===== src/rtl/systolic_sequencer.sv =====
// Instruction-driven sequencer for an NxN weight-stationary systolic array.
// Optional performance counters are enabled with `define SEQ_PERF_CNT_EN.
module systolic_sequencer #(
    parameter int N      = 2,
    parameter int DATA_W = 16,
    parameter int ACC_W  = 32,
    parameter int ADDR_W = 6
) (
    input  logic                      clk,
    input  logic                      reset,
    input  logic [15:0]               instruction,
    input  logic                      instr_valid,
    output logic                      instr_ready,
    output logic                      busy,
    output logic                      done,
    output logic                      err,
    output logic                      mem_rd_en,
    output logic [ADDR_W-1:0]         mem_rd_addr,
    input  logic [ACC_W-1:0]          mem_rd_data,
    output logic                      mem_wr_en,
    output logic [ADDR_W-1:0]         mem_wr_addr,
    output logic [ACC_W-1:0]          mem_wr_data,
    output logic                      w_we,
    output logic [$clog2(N*N)-1:0]    w_idx,
    output logic [DATA_W-1:0]         w_data,
    output logic                      a_valid,
    output logic [N*DATA_W-1:0]       a_in,
    input  logic [N-1:0]              acc_valid,
    input  logic [N*ACC_W-1:0]        acc_in
`ifdef SEQ_PERF_CNT_EN
    ,
    output logic [31:0]               busy_cycles,
    output logic [15:0]               instr_count
`endif
);

    localparam int NN    = N * N;
    localparam int IDX_W = $clog2(NN);
    localparam int CNT_W = $clog2(NN + 1);
    localparam int CC_W  = $clog2(N + 1);

    localparam logic [CNT_W-1:0] NN_C      = CNT_W'(NN);
    localparam logic [CNT_W-1:0] LAST_C    = CNT_W'(NN - 1);
    localparam logic [CNT_W-1:0] FEED_LAST = CNT_W'(2 * N - 2);
    localparam logic [CC_W-1:0]  N_CC      = CC_W'(N);

    localparam logic [2:0] IDLE    = 3'd0;
    localparam logic [2:0] W_READ  = 3'd1;
    localparam logic [2:0] IN_READ = 3'd2;
    localparam logic [2:0] FEED    = 3'd3;
    localparam logic [2:0] DRAIN   = 3'd4;
    localparam logic [2:0] WB      = 3'd5;

    logic [2:0]        state;
    logic [ADDR_W-1:0] base_addr;
    logic [ADDR_W-1:0] out_base;
    logic [CNT_W-1:0]  cnt;
    logic              done_q;
    logic [DATA_W-1:0] a_stage [NN];
    logic [ACC_W-1:0]  c_res   [NN];
    logic [CC_W-1:0]   col_cnt [N];
    logic              rd_phase;
    logic              capture;
    logic              cols_full;
    logic              unused_bits;

    assign unused_bits = ^{mem_rd_data[ACC_W-1:DATA_W], instruction[12:ADDR_W]};

    assign instr_ready = (state == IDLE);
    assign busy        = (state != IDLE);
    assign rd_phase    = ((state == W_READ) || (state == IN_READ)) && (cnt < NN_C);
    assign capture     = (state == FEED) || (state == DRAIN);

    always_comb begin
        mem_rd_en   = rd_phase;
        mem_rd_addr = rd_phase ? base_addr + ADDR_W'(cnt) : '0;
        w_we        = (state == W_READ) && (cnt != '0);
        w_idx       = w_we ? IDX_W'(cnt - CNT_W'(1)) : '0;
        w_data      = w_we ? mem_rd_data[DATA_W-1:0] : '0;
        mem_wr_en   = (state == WB);
        mem_wr_addr = mem_wr_en ? out_base + ADDR_W'(cnt) : '0;
        mem_wr_data = mem_wr_en ? c_res[IDX_W'(cnt)] : '0;
        a_valid     = (state == FEED);
        done        = done_q || ((state == W_READ) && (cnt == NN_C))
                             || ((state == WB) && (cnt == LAST_C));
    end

    // Diagonal skew: row i sees column (t - i) of its staged row.
    always_comb begin
        a_in = '0;
        if (state == FEED) begin
            for (int unsigned i = 0; i < N; i++) begin
                if ((int'(cnt) >= int'(i)) && (int'(cnt) - int'(i) < N))
                    a_in[i*DATA_W +: DATA_W] = a_stage[IDX_W'(int'(i) * N + int'(cnt) - int'(i))];
            end
        end
    end

    always_comb begin
        cols_full = 1'b1;
        for (int unsigned j = 0; j < N; j++)
            if (col_cnt[j] != N_CC) cols_full = 1'b0;
    end

    always_ff @(posedge clk) begin
        if (reset) begin
            state     <= IDLE;
            base_addr <= '0;
            out_base  <= '0;
            cnt       <= '0;
            done_q    <= 1'b0;
            err       <= 1'b0;
            a_stage   <= '{default: '0};
            c_res     <= '{default: '0};
            col_cnt   <= '{default: '0};
        end else begin
            done_q <= 1'b0;
            case (state)
                IDLE: begin
                    if (instr_valid) begin
                        case (instruction[15:13])
                            3'b000: done_q <= 1'b1;
                            3'b001: begin
                                base_addr <= instruction[ADDR_W-1:0];
                                done_q    <= 1'b1;
                            end
                            3'b010: begin
                                state <= W_READ;
                                cnt   <= '0;
                            end
                            3'b011: begin
                                state    <= IN_READ;
                                cnt      <= '0;
                                out_base <= instruction[ADDR_W-1:0];
                                col_cnt  <= '{default: '0};
                            end
                            default: begin
                                err    <= 1'b1;
                                done_q <= 1'b1;
                            end
                        endcase
                    end
                end
                W_READ: begin
                    if (cnt == NN_C) state <= IDLE;
                    else             cnt   <= cnt + 1'b1;
                end
                IN_READ: begin
                    if (cnt != '0)
                        a_stage[IDX_W'(cnt - CNT_W'(1))] <= mem_rd_data[DATA_W-1:0];
                    if (cnt == NN_C) begin
                        state <= FEED;
                        cnt   <= '0;
                    end else begin
                        cnt <= cnt + 1'b1;
                    end
                end
                FEED: begin
                    if (cnt == FEED_LAST) begin
                        state <= DRAIN;
                        cnt   <= '0;
                    end else begin
                        cnt <= cnt + 1'b1;
                    end
                end
                DRAIN: begin
                    if (cols_full) begin
                        state <= WB;
                        cnt   <= '0;
                    end
                end
                WB: begin
                    if (cnt == LAST_C) state <= IDLE;
                    else               cnt   <= cnt + 1'b1;
                end
                default: state <= IDLE;
            endcase

            // Each column fills its own result rows; extra valids are dropped.
            for (int unsigned j = 0; j < N; j++) begin
                if (capture && acc_valid[j] && (col_cnt[j] != N_CC)) begin
                    c_res[IDX_W'(int'(col_cnt[j]) * N + int'(j))] <= acc_in[j*ACC_W +: ACC_W];
                    col_cnt[j] <= col_cnt[j] + 1'b1;
                end
            end
        end
    end

`ifdef SEQ_PERF_CNT_EN
    always_ff @(posedge clk) begin
        if (reset) begin
            busy_cycles <= '0;
            instr_count <= '0;
        end else begin
            if (busy && (busy_cycles != '1)) busy_cycles <= busy_cycles + 1'b1;
            if (instr_valid && instr_ready)  instr_count <= instr_count + 1'b1;
        end
    end
`endif

endmodule

===== config.mk =====
export PLATFORM = sky130hd
export DESIGN_NAME = systolic_sequencer
export DESIGN_NICKNAME = d
export VERILOG_FILES = /design/src/rtl/systolic_sequencer.sv
export SDC_FILE = /design/constraint.sdc
export NUM_CORES = 1
export LEC_CHECK = 0
export ABC_AREA = 0
export CAP_MARGIN = 5
export CORE_MARGIN = 1.5
export CORE_UTILIZATION = 48
export DETAILED_ROUTE_END_ITERATION = 10
export GPL_ROUTABILITY_DRIVEN = 0
export PLACE_DENSITY = 0.87
export RECOVER_POWER = 100
export SLEW_MARGIN = 15
export SYNTH_ARGS = -nofsm -noshare
export SYNTH_HDL_FRONTEND = slang
export SYNTH_SLANG_ARGS = --single-unit

===== constraint.sdc =====
create_clock -name clk -period 3.25 [get_ports clk]
set_clock_uncertainty 0.15 [all_clocks]
set_input_delay 0.65 -clock clk [delete_from_list [all_inputs] [get_ports clk]]
set_output_delay 0.65 -clock clk [all_outputs]
set_load 0.02 [all_outputs]

==> impl_metrics.py, run 1 <==
metrics = {
    "timing": {
        "slew_headroom": 0.08129,
        "finalCritPeriodShare": 0.9737,
        "finalHoldViolations": 0,
        "worstMarginPinSlew_ps": 1378,
        "timing.final.crit_period_ps": 3165,
        "fin_tns_setup_ps": 0,
        "post-route-worst-setup-slack_ps": 85.36,
        "setup_violations": 0,
        "max_slew_vio_count": 0,
        "final.hold.worst_slack_ps": 302.2,
        "grt_setup_unrepaired": "no",
        "achievable-frequency_mhz": 316.0,
    },
    "route": {
        "route.detailed.wl_per_inst_um": 16.12,
        "detail-route-antenna-nets": 0,
        "drt_iter0_drc": 357,
        "vias": 6315,
        "number_of_iterations_in_the_first_detailed_routing_pass": 5,
        "drcViolationCount": 0,
        "postRouteWirelength_um": 19490,
        "detail_route.vias_per_cell": 5.223,
    },
    "clock_tree": {
        "clk_latency_ps": 420,
        "clock-root-buffer": "clkbuf_16",
        "ctsLongestPathBuffers": 2,
        "cts-hold-fix-buffers": 0,
        "cts_tree": "done",
        "cts.sinks": 152,
        "path_clk_slew_ps": 60,
        "cts_buffers": 17,
        "htree_levels": 4,
    },
    "floorplanning": {
        "pin_count": 219,
        "floorplan.die.width_um": 128.1,
        "die_h_um": 128.1,
        "start_util": 0.4926,
        "die-area_sq_um": 16420,
        "num_rows": 45,
        "floorplan.core_area_sq_um": 15260,
    },
    "synth": {
        "syn_area_per_cell_sq_um": 9.383,
        "syn-instance-count": 801,
        "synth_cell_types": 47,
        "ys_seq_elements": 152,
        "netlist_area_sq_um": 7516,
        "synth_edf_count": 0,
        "postSynth.topFlopCell": "dfxtp_1",
        "yosysWarnings": 0,
        "asyncSetResetFlopFracSynth": 0,
        "synth_nets": 936,
        "synth_sequential_area_ratio": 0.4049,
    },
    "worst_hold_path": {
        "worst_hold_path_type": "reg -> reg",
        "min_to": "a_stage[0]$_SDFFE_PP0P_",
        "worstHoldPathCells": 2,
        "min_from": "a_stage[0]$_SDFFE_PP0P_",
    },
    "cells_and_area": {
        "nNetsFinal": 1122,
        "final.fill_count": 1214,
        "mostFrequentLayoutCells": "nor2_1 (186), mux2i_1 (175), dfxtp_1 (150), clkdlybuf4s50_1 (110)",
        "final_layout_size_suffix_gt1_frac": 0.08717,
        "area_taken_by_flip_flops_and_latches_sq_um": 3048,
        "multi_input_area_sq_um": 4139,
        "commonest_non_fill_non_tap_cell_in_the_layout": "nor2_1",
        "syn2layout_area_growth_pct": 34.83,
        "antenna_diode_count": 0,
    },
    "worst_setup_path": {
        "worstSetupStartpointType": "register",
        "timing.reg2reg.worst_path_depth": 6,
        "path_class": "reg -> out",
        "worst-path-max-fanout": 4,
        "crit_path_max_incr_delay_ps": 610,
        "critical-path-slowest-cell": "clkdlybuf4s50_1",
        "rr_endpoint": "c_res[82]$_SDFFE_PP0P_",
        "critical_path_buf_inv_count": 3,
        "timing.critical_path.max_delay_family": "buffers and inverters",
        "endpoint_kind": "output pin",
        "cp_data_required_time_ps": 2450,
        "crit_path_cell_trace": "clkbuf_1, ha_1, inv_1, fa_1, nor2_1, clkdlybuf4s50_1",
        "arrival_ps": 2360,
        "r2r_startpoint": "state[0]$_SDFFE_PP0P_",
        "reg2reg_slack_ps": 220,
    },
    "global_routing": {
        "grt_first_pass_wirelength_um": 31350,
        "grt_pass1_vias": 6196,
        "grt_antenna_before_repair": 0,
        "grt_start_max_net_pins": 89,
        "grt-ovfl-total": 0,
        "overall_fraction_of_global_route_tracks_in_use": 0.2436,
    },
    "pwr": {
        "p_int_mw": 3.597,
        "seq_power_share": 0.404,
        "swShare": 0.2414,
        "total_leakage_power_nw": 4.169,
        "power_density_nw_per_um2": 468.0,
        "netSwitchingPower_mw": 1.145,
        "share_comb_of_total_power": 0.150,
        "worst_ir_drop_vdd_uv": 422.2,
        "clkPwrFrac": 0.446,
    },
    "status": {
        "status": "finished clean",
    },
    "placement": {
        "pre_cts_ws_ps": 84.25,
        "io_buffers": 195,
        "detailedPlacementHpwl_um": 12880,
    },
    "run": {
        "max-cap-violations": 0,
    },
}
## what timing repair did
action,4_1_cts,5_1_grt
endpoints found under the setup margin,74,22
gates cloned,0,0
buffers inserted,3,0
resized for setup,47,39
## kinds of logic after synthesis
family	share of synthesized area
XOR/XNOR	0.005826
adder cells (fa/ha/maj)	0.03196
flip-flops	0.4049
AO/OA/AOI/OAI	0.04645
buffers and inverters	0.04212
AND/OR/NAND/NOR	0.1863
multiplexers	0.2825
## power groups by stage
stage / clock (mW) / combinational [mW] / sequential, mW
after floorplan: 0 / 0.451 / 1.94
after global placement: 0 / 0.712 / 1.96
after detailed placement: 0 / 0.715 / 1.96
after CTS: 2.15 / 0.733 / 1.92
after global routing: 2.22 / 0.768 / 1.92
final: 2.11 / 0.712 / 1.92
## synthesized netlist by cell type (all sizes together) (2+ instances only)
library cell / instances / area, sq um
nand2: 41 / 153.9
dfxtp: 152 / 3043
a21o: 5 / 37.54
nand4: 2 / 12.51
inv: 15 / 56.30
a31oi: 2 / 12.51
nand3b: 3 / 22.52
a211oi: 4 / 55.05
nor3b: 3 / 27.52
or3: 4 / 25.02
ha: 16 / 200.2
nor3: 3 / 15.01
nand3: 11 / 55.05
or3b: 2 / 17.52
and2: 20 / 125.1
nor2: 186 / 698.2
nor2b: 26 / 162.7
nand2b: 8 / 50.05
clkbuf: 30 / 112.6
o21ai: 7 / 35.03
buf: 23 / 147.6
fa: 2 / 40.04
a21oi: 26 / 130.1
xor2: 4 / 35.03
mux4: 16 / 360.4
mux2i: 175 / 1752
## flip-flops by register name, summed over array words and instances, names as in the netlist
| signal | cells |
|---|---|
| c_res | 64 |
| a_stage | 64 |
| cnt | 3 |
| state | 3 |
| col_cnt | 4 |
| done_q | 1 |
| err | 1 |
| base_addr | 6 |
| out_base | 6 |
## how the worst max path moves through the flow
stage	startpoint	endpoint	cells after the start
floorplan	cnt[0]$_SDFFE_PP0P_	a_in[20]	8
global placement	cnt[0]$_SDFFE_PP0P_	a_in[17]	8
detailed placement	cnt[0]$_SDFFE_PP0P_	a_in[17]	8
CTS	cnt[0]$_SDFFE_PP0P_	a_in[24]	6
global route	cnt[1]$_SDFFE_PP0P_	mem_wr_addr[5]	7
finish	cnt[0]$_SDFFE_PP0P_	mem_wr_addr[1]	6
## layout make-up
class | instances | share of cell area
Clock buffer | 21 | 0.04445
Clock inverter | 9 | 0.01716
Inverter | 15 | 0.005556
Multi-Input combinational cell | 581 | 0.4084
Sequential cell | 152 | 0.3008
Tap cell | 211 | 0.02605
Timing Repair Buffer | 220 | 0.1976
## per-layer routing
metal	vias to the layer above	GRT usage	wire, um
li1	3087	-	-
met1	2989	0.2948	8255
met2	198	0.4178	9845
met3	41	0.05843	894
met4	0	0.09650	496
met5	-	0	0
## worst register-to-register path: stages (launching register included)
cell and delay, ps:
dfxtp_1 360, clkbuf_1 250, or3b_1 570, a211oi_1 310, clkbuf_2 890, mux2i_1 320
nor2_1 60
## per-stage QoR
step,instance area (sq um),power [mW],util,cells
after global placement,9676,2.672,0.6341,1176
final,10130,4.742,0.6641,1209
after floorplan,7516,2.395,-,801
after CTS,10290,4.795,0.6743,1209
after global routing,10130,4.907,0.6641,1209
after detailed placement,9676,2.677,0.6341,1176
No activity file was read; power rests on OpenSTA's default activity.
==> run 2: changes to the inputs <==
Settings changed: CELL_PAD_IN_SITES_DETAIL_PLACEMENT set to 2, CELL_PAD_IN_SITES_GLOBAL_PLACEMENT set to 2, CORE_UTILIZATION 48 to 28, PLACE_DENSITY 0.87 to 0.85.
==> run 2 against run 1 <==
Against the previous run: total power increased by 1.9%; the run now ends with design-rule violations left; non-clock buffer count increased by 8; largest power group unchanged; critical path type unchanged; sequential power about the same.
==> impl_metrics.py, run 2 (synthesis gave the netlist of run 1 again) <==
metrics = {
    "cells_and_area": {
        "final_layout_size_suffix_gt1_frac": 0.1032,
        "mostFrequentLayoutCells": "nor2_1 (186), mux2i_1 (175), dfxtp_1 (151), clkdlybuf4s50_1 (113), nand2_1 (41)",
        "nNetsFinal": 1130,
        "largestRegisters": "a_stage x64, c_res x64",
        "syn2layout_area_growth_pct": 40.55,
        "post-route-util": 0.4031,
        "fin_area_sq_um": 10560,
        "commonest_non_fill_non_tap_cell_in_the_layout": "nor2_1",
    },
    "clock_tree": {
        "ctsLongestPathBuffers": 2,
        "cts-hold-fix-buffers": 0,
        "clk_latency_ps": 420,
        "path_clk_slew_ps": 70,
        "cts.sinks": 152,
        "cts_buffers": 17,
        "clock-root-buffer": "clkbuf_16",
        "htree_levels": 4,
        "cts_tree": "done",
    },
    "timing": {
        "achievable-frequency_mhz": 317.4,
        "finalCritPeriodShare": 0.9693,
        "timing.final.crit_period_ps": 3150,
        "final.hold.worst_slack_ps": 304.5,
        "grt_setup_unrepaired": "yes",
        "slew_headroom": 0.009867,
        "worstMarginPinSlew_ps": 1485,
        "max_slew_vio_count": 0,
        "setup_violations": 0,
        "finalHoldViolations": 0,
    },
    "global_routing": {
        "grt-ovfl-total": 0,
        "grt_antenna_before_repair": 1,
        "overall_fraction_of_global_route_tracks_in_use": 0.1844,
        "grt_start_max_net_pins": 67,
        "grt_first_pass_wirelength_um": 40540,
        "grt_pass1_vias": 7313,
    },
    "status": {
        "status": "finished, violations left",
        "violations": "design-rule violations",
    },
    "floorplanning": {
        "pin_count": 219,
        "num_rows": 59,
        "die_h_um": 166.8,
        "die-area_sq_um": 27830,
        "start_util": 0.2868,
        "floorplan.core_area_sq_um": 26210,
        "floorplan.die.width_um": 166.8,
    },
    "route": {
        "number_of_iterations_in_the_first_detailed_routing_pass": 7,
        "drcViolationCount": 10,
        "vias": 6505,
        "highest-signal-layer": "met4",
        "route.met2.wl_um": 13820,
        "postRouteWirelength_um": 25910,
        "drt_iter0_drc": 218,
        "detail-route-antenna-nets": 0,
        "route.detailed.wl_per_inst_um": 19.28,
        "total_routed_wire_length_on_the_met1_layer_um": 10880,
        "detail_route.vias_per_cell": 4.840,
        "wl_met3_um": 761,
    },
    "worst_setup_path": {
        "timing.critical_path.max_delay_family": "simple AND/OR/NAND/NOR gates",
        "arrival_ps": 2350,
        "cp_data_required_time_ps": 2450,
        "critical_path_buf_inv_count": 3,
        "critical_path_depth": 8,
        "path_common_cell": "ha_1",
        "crit_path_max_incr_delay_ps": 400,
        "crit_path_cell_trace": "inv_1, ha_1, ha_1, a21boi_0, or3_1, buf_12, nor2b_1, clkbuf_2",
        "timing.reg2reg.worst_path_depth": 7,
        "worst-path-max-fanout": 16,
        "path_class": "reg -> out",
        "endpoint_kind": "output pin",
        "critical-path-slowest-cell": "dfxtp_4",
        "worstSetupStartpointType": "register",
    },
    "placement": {
        "detailedPlacementHpwl_um": 17510,
        "area_post_placement_sq_um": 9948,
        "io_buffers": 195,
    },
    "pwr": {
        "power_density_nw_per_um2": 457.6,
        "worst_ir_drop_vdd_uv": 234.4,
        "total_leakage_power_nw": 4.771,
    },
    "run": {
        "max-cap-violations": 0,
    },
    "worst_hold_path": {
        "worstHoldPathCells": 2,
        "worst_hold_path_type": "reg -> reg",
    },
}
-- run 2: where the power goes --
part	switching [mW]	internal (mW)
sequential	0.0218	1.89
combinational	0.431	0.385
clock	0.934	1.17
total	1.39	3.45
-- run 2: timing repair --
action / CTS / global route
setup buffers: 0 / 1
resized for setup: 50 / 82
setup endpoints to repair: 44 / 60
cloned: 0 / 1
-- run 2: worst paths after layout --
path / from / slack, ps / end
min reg2reg: a_stage[0]$_SDFFE_PP0P_ / 300 / a_stage[0]$_SDFFE_PP0P_
max: cnt[0]$_SDFFE_PP0P_ / 100 / a_in[24]
min: a_stage[0]$_SDFFE_PP0P_ / 300 / a_stage[0]$_SDFFE_PP0P_
max reg2reg: cnt[0]$_SDFFE_PP0P_ / 390 / a_stage[44]$_SDFFE_PP0P_
-- run 2: per-stage QoR --
step	cells	setup WS (ps)	power, mW	setup TNS, ps
3_3_place_gp	1309	139.7	2.725	0
3_5_place_dp	1309	60.17	2.739	0
2_1_floorplan	801	133.1	2.395	0
6_report	1344	99.74	4.834	0
4_1_cts	1341	-145.3	4.870	-214.8
5_1_grt	1344	-33.10	5.026	-49.86
-- run 2: area by class of cell --
| type | instances | area, sq um |
|---|---|---|
| tap | 335 | 419.2 |
| clock inverter | 14 | 181.4 |
| inverter | 15 | 56.30 |
| antenna | 1 | 2.502 |
| multi-input combinational | 581 | 4167 |
| clock buffer | 18 | 429.2 |
| timing repair buffer | 228 | 2262 |
| fill | 2845 | 15640 |
| sequential | 152 | 3047 |
-- run 2: worst reg2reg max path: cells and delay by family, from the launching register on --
kind	cells	cell delay [ps]
flops	1	380
simple gates	3	360
fa+ha+maj	1	270
mux	1	360
buf+inv	2	1200
-- run 2: per-layer routing --
layer  up-vias  track usage
li1       3103            -
met1      3254       0.2154
met2       116       0.3471
met3        32      0.02662
met4         0      0.05257
met5         -            0
